--- src/rtl/vga_timing_pkg.sv ---
// Shared VGA timing constants (800x600 @ 72 Hz, 50 MHz pixel clock) and
// segment-decode helpers used by every VGA pipeline stage.
package vga_timing_pkg;

    localparam int CNT_W = 11;

    localparam int DEF_H_SYNC = 120;
    localparam int DEF_H_BP   = 64;
    localparam int DEF_H_ACT  = 800;
    localparam int DEF_H_FP   = 56;

    localparam int DEF_V_SYNC = 6;
    localparam int DEF_V_BP   = 23;
    localparam int DEF_V_ACT  = 600;
    localparam int DEF_V_FP   = 37;

    localparam int DEF_H_TOTAL = DEF_H_SYNC + DEF_H_BP + DEF_H_ACT + DEF_H_FP;
    localparam int DEF_V_TOTAL = DEF_V_SYNC + DEF_V_BP + DEF_V_ACT + DEF_V_FP;

    // Active window bounds: start inclusive, end exclusive.
    localparam int DEF_H_ACT_START = DEF_H_SYNC + DEF_H_BP;
    localparam int DEF_H_ACT_END   = DEF_H_ACT_START + DEF_H_ACT;
    localparam int DEF_V_ACT_START = DEF_V_SYNC + DEF_V_BP;
    localparam int DEF_V_ACT_END   = DEF_V_ACT_START + DEF_V_ACT;

    typedef enum logic [1:0] {
        SEG_SYNC  = 2'd0,
        SEG_BP    = 2'd1,
        SEG_ACT   = 2'd2,
        SEG_FP    = 2'd3
    } vga_seg_e;

    typedef struct packed {
        logic             hsync;
        logic             vsync;
        logic             ready;
        logic [CNT_W-1:0] col;
        logic [CNT_W-1:0] row;
    } vga_sync_t;

    // Segments along one axis are ordered sync, back porch, active, front porch.
    function automatic vga_seg_e seg_decode(
        input logic [CNT_W-1:0] pos,
        input int               sync_len,
        input int               bp_len,
        input int               act_len
    );
        int p;
        p = int'(pos);
        if (p < sync_len)
            return SEG_SYNC;
        else if (p < sync_len + bp_len)
            return SEG_BP;
        else if (p < sync_len + bp_len + act_len)
            return SEG_ACT;
        else
            return SEG_FP;
    endfunction

endpackage

--- src/rtl/vga_axis_counter.sv ---
// Wrap-around position counter for one VGA axis; tc_o marks the enabled
// clock on which the count returns to zero.
module vga_axis_counter #(
    parameter int W     = 11,
    parameter int TOTAL = 1040
) (
    input  logic         clk,
    input  logic         rst_n,
    input  logic         en_i,
    output logic [W-1:0] cnt_o,
    output logic         tc_o
);

    localparam logic [W-1:0] LAST = W'(TOTAL - 1);

    logic [W-1:0] cnt_q;
    logic [W-1:0] cnt_d;
    logic         at_last;

    assign at_last = (cnt_q == LAST);
    assign tc_o    = en_i && at_last;
    assign cnt_o   = cnt_q;

    always_comb begin
        cnt_d = cnt_q;
        if (en_i) begin
            cnt_d = at_last ? '0 : cnt_q + W'(1);
        end
    end

    always_ff @(posedge clk or negedge rst_n) begin
        if (!rst_n) begin
            cnt_q <= '0;
        end else begin
            cnt_q <= cnt_d;
        end
    end

endmodule

--- src/rtl/vga_sync_module.sv ---
// VGA sync generator: free-running h/v counters decoded into registered,
// mutually aligned HSYNC/VSYNC/Ready and active-area pixel addresses.
module vga_sync_module
    import vga_timing_pkg::*;
#(
    parameter int H_SYNC = DEF_H_SYNC,
    parameter int H_BP   = DEF_H_BP,
    parameter int H_ACT  = DEF_H_ACT,
    parameter int H_FP   = DEF_H_FP,
    parameter int V_SYNC = DEF_V_SYNC,
    parameter int V_BP   = DEF_V_BP,
    parameter int V_ACT  = DEF_V_ACT,
    parameter int V_FP   = DEF_V_FP,
    parameter bit H_POL  = 1'b1,
    parameter bit V_POL  = 1'b1
) (
    input  logic             CLK,
    input  logic             RSTn,
    output logic             HSYNC_Sig,
    output logic             VSYNC_Sig,
    output logic             Ready_Sig,
    output logic [CNT_W-1:0] Column_Addr_Sig,
    output logic [CNT_W-1:0] Row_Addr_Sig
);

    localparam int H_TOTAL = H_SYNC + H_BP + H_ACT + H_FP;
    localparam int V_TOTAL = V_SYNC + V_BP + V_ACT + V_FP;

    localparam logic [CNT_W-1:0] H_ACT_START = CNT_W'(H_SYNC + H_BP);
    localparam logic [CNT_W-1:0] V_ACT_START = CNT_W'(V_SYNC + V_BP);

    localparam vga_sync_t OUT_RST = '{
        hsync: !H_POL,
        vsync: !V_POL,
        ready: 1'b0,
        col:   '0,
        row:   '0
    };

    logic [CNT_W-1:0] h_cnt;
    logic [CNT_W-1:0] v_cnt;
    logic             h_tc;
    logic             v_tc_unused;

    vga_axis_counter #(
        .W     (CNT_W),
        .TOTAL (H_TOTAL)
    ) u_h_cnt (
        .clk   (CLK),
        .rst_n (RSTn),
        .en_i  (1'b1),
        .cnt_o (h_cnt),
        .tc_o  (h_tc)
    );

    // Line counter advances only on the clock where the pixel counter wraps.
    vga_axis_counter #(
        .W     (CNT_W),
        .TOTAL (V_TOTAL)
    ) u_v_cnt (
        .clk   (CLK),
        .rst_n (RSTn),
        .en_i  (h_tc),
        .cnt_o (v_cnt),
        .tc_o  (v_tc_unused)
    );

    vga_seg_e  h_seg;
    vga_seg_e  v_seg;
    vga_sync_t out_d;
    vga_sync_t out_q;

    always_comb begin
        h_seg       = seg_decode(h_cnt, H_SYNC, H_BP, H_ACT);
        v_seg       = seg_decode(v_cnt, V_SYNC, V_BP, V_ACT);

        out_d       = OUT_RST;
        out_d.hsync = (h_seg == SEG_SYNC) ? H_POL : !H_POL;
        out_d.vsync = (v_seg == SEG_SYNC) ? V_POL : !V_POL;
        out_d.ready = (h_seg == SEG_ACT) && (v_seg == SEG_ACT);
        // Addresses are forced to zero outside the picture so they never leave range.
        if (out_d.ready) begin
            out_d.col = h_cnt - H_ACT_START;
            out_d.row = v_cnt - V_ACT_START;
        end
    end

    // All five outputs share one register stage so they stay cycle-aligned.
    always_ff @(posedge CLK or negedge RSTn) begin
        if (!RSTn) begin
            out_q <= OUT_RST;
        end else begin
            out_q <= out_d;
        end
    end

    assign HSYNC_Sig       = out_q.hsync;
    assign VSYNC_Sig       = out_q.vsync;
    assign Ready_Sig       = out_q.ready;
    assign Column_Addr_Sig = out_q.col;
    assign Row_Addr_Sig    = out_q.row;

endmodule

--- config.mk ---
export PLATFORM = sky130hd
export DESIGN_NAME = vga_sync_module
export DESIGN_NICKNAME = d
export VERILOG_FILES = /design/src/rtl/vga_timing_pkg.sv /design/src/rtl/vga_axis_counter.sv /design/src/rtl/vga_sync_module.sv
export SDC_FILE = /design/constraint.sdc
export NUM_CORES = 1
export LEC_CHECK = 0
export BUFFER_PORTS_ARGS = -buffer_cell sky130_fd_sc_hd__buf_2
export CORE_MARGIN = 4
export CORE_UTILIZATION = 50
export CTS_CLUSTER_DIAMETER = 50
export CTS_CLUSTER_SIZE = 16
export DETAILED_ROUTE_END_ITERATION = 12
export PLACE_DENSITY = 0.7
export SETUP_SLACK_MARGIN = 0.2
export SLEW_MARGIN = 20
export SYNTH_ARGS = -nofsm -noshare
export SYNTH_HDL_FRONTEND = slang
export SYNTH_SLANG_ARGS = --single-unit
--- constraint.sdc ---
create_clock -name CLK -period 2.9 [get_ports CLK]
set_input_delay 0.58 -clock CLK [delete_from_list [all_inputs] [get_ports CLK]]
set_output_delay 0.58 -clock CLK [all_outputs]
set_load 0.05 [all_outputs]
# == After elaboration in Yosys (flattened, before gate mapping) ==
# Index checks and enable logic that the tools add are counted.
# word_totals
in_bits,2
register_bits,47
word_cells,35
# op_classes
mux,11
reduce_logical,3
n_addsub,4
eq_ne,4
n_lt_le_gt_ge,6
# op_table
cell,count
"11-bit by 1-bit adder with 11-bit output, second input constant",2
"11-bit by 10-bit < comparator with 1-bit output, second input constant",2
11-bit two-way mux,2
22-bit two-way mux,1
"11-bit by 10-bit equality test with 1-bit output, second input constant",1
"11-bit equality test, second input constant",1
"11-bit by 3-bit < comparator with 1-bit output, second input constant",1
"11-bit by 5-bit < comparator with 1-bit output, second input constant",1
"11-bit by 7-bit < comparator with 1-bit output, second input constant",1
"11-bit by 8-bit < comparator with 1-bit output, second input constant",1
"11-bit by 5-bit subtractor with 11-bit output, second input constant",1
"11-bit by 8-bit subtractor with 11-bit output, second input constant",1
2-bit two-way mux,4
"2-bit equality test, second input constant",2
2-bit zero test,2
1-bit two-way mux,4
1-bit logical AND,1

# == Logic depth before layout (Yosys ltp) ==
# depth
word_depth,7
ltp_mapped,6
depth_no_buf,6

# == Hierarchy ==
# Synthesis repeated with hierarchy kept, for this count alone.
# unflattened
hier_cells,223
hier_area_um2,2342.2
# modules_own_cells
mod,cells_each,area_per_inst_um2,n_inst
vga_sync_module,112,1181.1,1
vga_axis_counter (u_v_cnt),59,610.6,1
vga_axis_counter (u_h_cnt),52,550.5,1

# == Least setup slack after synthesis ==
# Ideal clock, no wire load.
# synth_path
path_kind,register -> register
start,"reg u_h_cnt.cnt_q[5], in the netlist u_h_cnt.cnt_o[5]"
end,"reg u_v_cnt.cnt_q[10], in the netlist u_v_cnt.cnt_o[10]"
arrival_time_ns,2.101
path_buffers,2
path_slack_ns,0.716
t_required_ns,2.817
stages_incl_launch_ff,7
cell_sequence,dfrtp_1 buf_6 or4b_4 or4_1 clkbuf_2 or4_1 o21ai_0
# synth_via
elab_chain_len,1
# synth_rtl
element,line,source
from (decl),vga_axis_counter.sv:16,logic [W-1:0] cnt_q;
from (signal assigned),vga_axis_counter.sv:35,cnt_q <= cnt_d;
11-bit equality test,vga_axis_counter.sv:20,assign at_last = (cnt_q == LAST);
to (signal assigned),vga_axis_counter.sv:35,
to (decl),vga_axis_counter.sv:16,
# Every way passes these cells.
# A chain may end at the register's enable or synchronous reset.

# == Worst setup path after layout ==
# Ends and elaborated chain as after synthesis.

==> metrics.md <==
| Metric | Value |
|---|---|
| CTS tree | yes |
| Die Y | 76.2 um |
| Core box area | 0.00441 mm2 |
| Slew HR | 61.9% |
| RSZ-0062 raised after global routing | false |
| Most frequent CP cell | or4_1 |
| Setup Buffers After CTS | 0 |
| Nets | 256 |
| Placed inst area | 0.00245 mm2 |
| Tightest Hold Check Type | input port to asynchronous set/reset pin |
| Number of fill cells | 402 |
| Setup TNS | 0 ps |
| Cell variety after synth | 44 |
| Main synth FF type | dfrtp_1 |
| Detail Route Antenna Nets | 0 |
| Commonest non-fill, non-tap cell in the layout | dfrtp_1 |
| Fin crit share | 79.9% |
| Inserted Diodes | 0 |
| Max-slew violations | 0 |
| Slowest CP cell | or4b_4 |
| Top Ports | 27 |
| Pre-antenna DRT Iters | 4 |
| Clock Sinks | 47 |
| Seq/Total Area, Yosys | 50.6% |
| Vias in the first global route | 1528 |
| GR Overflow Total | 0 |
| DR WL/cell | 14.4 um |
| Measured slew at the worst slew-check pin | 572 ps |
| GP Congestion | 0.948 |
| Vias/cell | 5.63 |
| Register bit total from synthesis | 47 |
| Post-Syn Instances | 228 |
| Design area | 0.00254 mm2 |
| Skew-Pair Late Insertion Delay | 290 ps |
| Cell row count | 24 |
| PortBufs | 26 |
| 1st-iter DRT viols | 178 |
| Crit Path Max Fanout | 9 |
| Mapped Nets | 235 |
| Root Driver | clkbuf_8 |
| CTS Buffer Depth | 2 |
| Effective utilization at floorplan | 52.7% |
| Power Density | 412 mW/mm2 |
| Total GRT Usage | 16.0% |
| CP startpoint kind | flop |
| Asr flop ratio synth | 100% |
| Largest net degree at the start of global routing | 48 |
| DR vias | 1694 |
| Die ar. | 0.00581 mm2 |
| Mapped Area | 0.00233 mm2 |
| Maximum clock rate | 431 MHz |
| Max-cap violations | 0 |
| Status | finished clean |
| Cts repair resizes | 0 |
| Detailed Place HPWL | 3000 um |
| Clock-pin slew on the worst setup and hold paths | 80 ps |
| Share of layout cells above drive strength 1 | 17.7% |
| Num CTS Buffers | 5 |
| CP endpoint kind | flop |
| Worst hold margin | 272 ps |
| DRC violations left | 0 |
| Fin util | 57.6% |
| Static Leak | 1.18 nW |
| Commonest non-fill, non-tap cells in the layout | dfrtp_1, buf_2, nor3_1 |
| CP Cell Sequence | or4b_4 > or4_1 > or4_1 > o21ai_0 |
| Peak supply drop | 0.000180 V |
| WP data required | 3120 ps |
| Arr. time, crit path | 2540 ps |
| Clk_skew | 5.09 ps |
| Post-route insts no fill | 301 |
| EDFF count, synth | 0 |
| Crit-path max cell delay | 580 ps |
| Warnings from Yosys | 0 |
| First-pass GRT wire length | 7660 um |
| Die width | 76.2 um |
| Worst R2R Path Depth | 4 |
| Finish-stage setup viols | 0 |
| Synthesized area per cell | 10.2 um2 |
| Hold_buf cts | 0 |
| Dpl cells | 294 |
| Antenna violations before repair | 0 |
| Crit path time final | 2320 ps |
| Area growth, synth to finish | 9.36% |
| Routed WL | 4350 um |
| Crit Path Category | flop to flop |
| H-tree level count | 2 |
| Final Hold Fails | 0 |
## metal layers
| layer | wire [um] | vias to the layer above | global-route usage (%) |
|---|---|---|---|
| met4 | 46 | 0 | 4.02 |
| met2 | 1900 | 48 | 23.3 |
| met5 | 0 | - | 0 |
| li1 | - | 847 | - |
| met3 | 269 | 5 | 4.49 |
| met1 | 2130 | 794 | 23.7 |
## report_power, final
group          switching (mW)  internal [mW]  total (mW)
combinational          0.0117       0.000886      0.0126
clock                   0.193          0.187       0.380
sequential                  0          0.655       0.655
total                   0.205          0.842        1.05
## final timing paths
kind                                   from  slack (ps)           endpoint
max reg2reg                u_h_cnt.cnt_o[5]         580  u_v_cnt.cnt_o[10]
min reg2reg                u_h_cnt.cnt_o[0]         510   u_h_cnt.cnt_o[0]
max in group asynchronous              RSTn        2230          VSYNC_Sig
min in group CLK           u_h_cnt.cnt_o[0]         510   u_h_cnt.cnt_o[0]
max                        u_h_cnt.cnt_o[5]         580  u_v_cnt.cnt_o[10]
min                                    RSTn         270   u_v_cnt.cnt_o[5]
## synth_stat cells, types with 4 or more instances
library cell   n  share of area, %
xor2_1         9               3.4
o21ai_0       10               2.2
nand3_1       16               3.4
nor2_1        16               2.6
a21oi_1        6               1.3
ha_1           5               2.7
nand4_1        5               1.3
xnor2_1       13               4.9
clkbuf_1      10               1.6
nand2_1        5              0.81
inv_1         10               1.6
nor3_1        24               5.2
nor4b_1        4               1.5
dfrtp_1       47                51
## critical path, delay by kind of cell (launching register included)
family / cells / cell delay, ps
AND/OR/NAND/NOR: 3 / 1680
flip-flops: 1 / 490
AO/OA/AOI/OAI: 1 / 80
## flip-flops by register name, summed over array words and instances (netlist names)
register / cells
Row_Addr_Sig: 11
HSYNC_Sig: 1
u_v_cnt.cnt_o: 11
Ready_Sig: 1
Column_Addr_Sig: 11
u_h_cnt.cnt_o: 11
VSYNC_Sig: 1
## layout make-up
class | instances | area (um2) | share of cell area, %
multi-input cells | 155 | 1010 | 39.9
inverters | 10 | 37.5 | 1.48
clock buffers | 6 | 82.6 | 3.25
repair buffers | 30 | 163 | 6.39
flip-flops and latches | 47 | 1180 | 46.2
clock inverters | 1 | 5.00 | 0.197
well taps | 52 | 65.1 | 2.56
## per-stage QoR
step                      power (mW)  setup WS [ps]
after floorplan                0.668            716
after global placement         0.681            676
after detailed placement       0.681            619
after CTS                       1.06            596
after global routing            1.09            443
final                           1.05            582
## logic make-up after synthesis
| family | count (synthesis) | synth area share, % |
|---|---|---|
| compound gates | 27 | 7.15 |
| xor+xnor | 22 | 8.28 |
| flops | 47 | 50.6 |
| fa+ha+maj | 5 | 2.69 |
| simple gates | 97 | 23.7 |
| buf+inv | 26 | 5.81 |
| mux | 4 | 1.78 |
No activity file was read; power rests on OpenSTA's default activity.
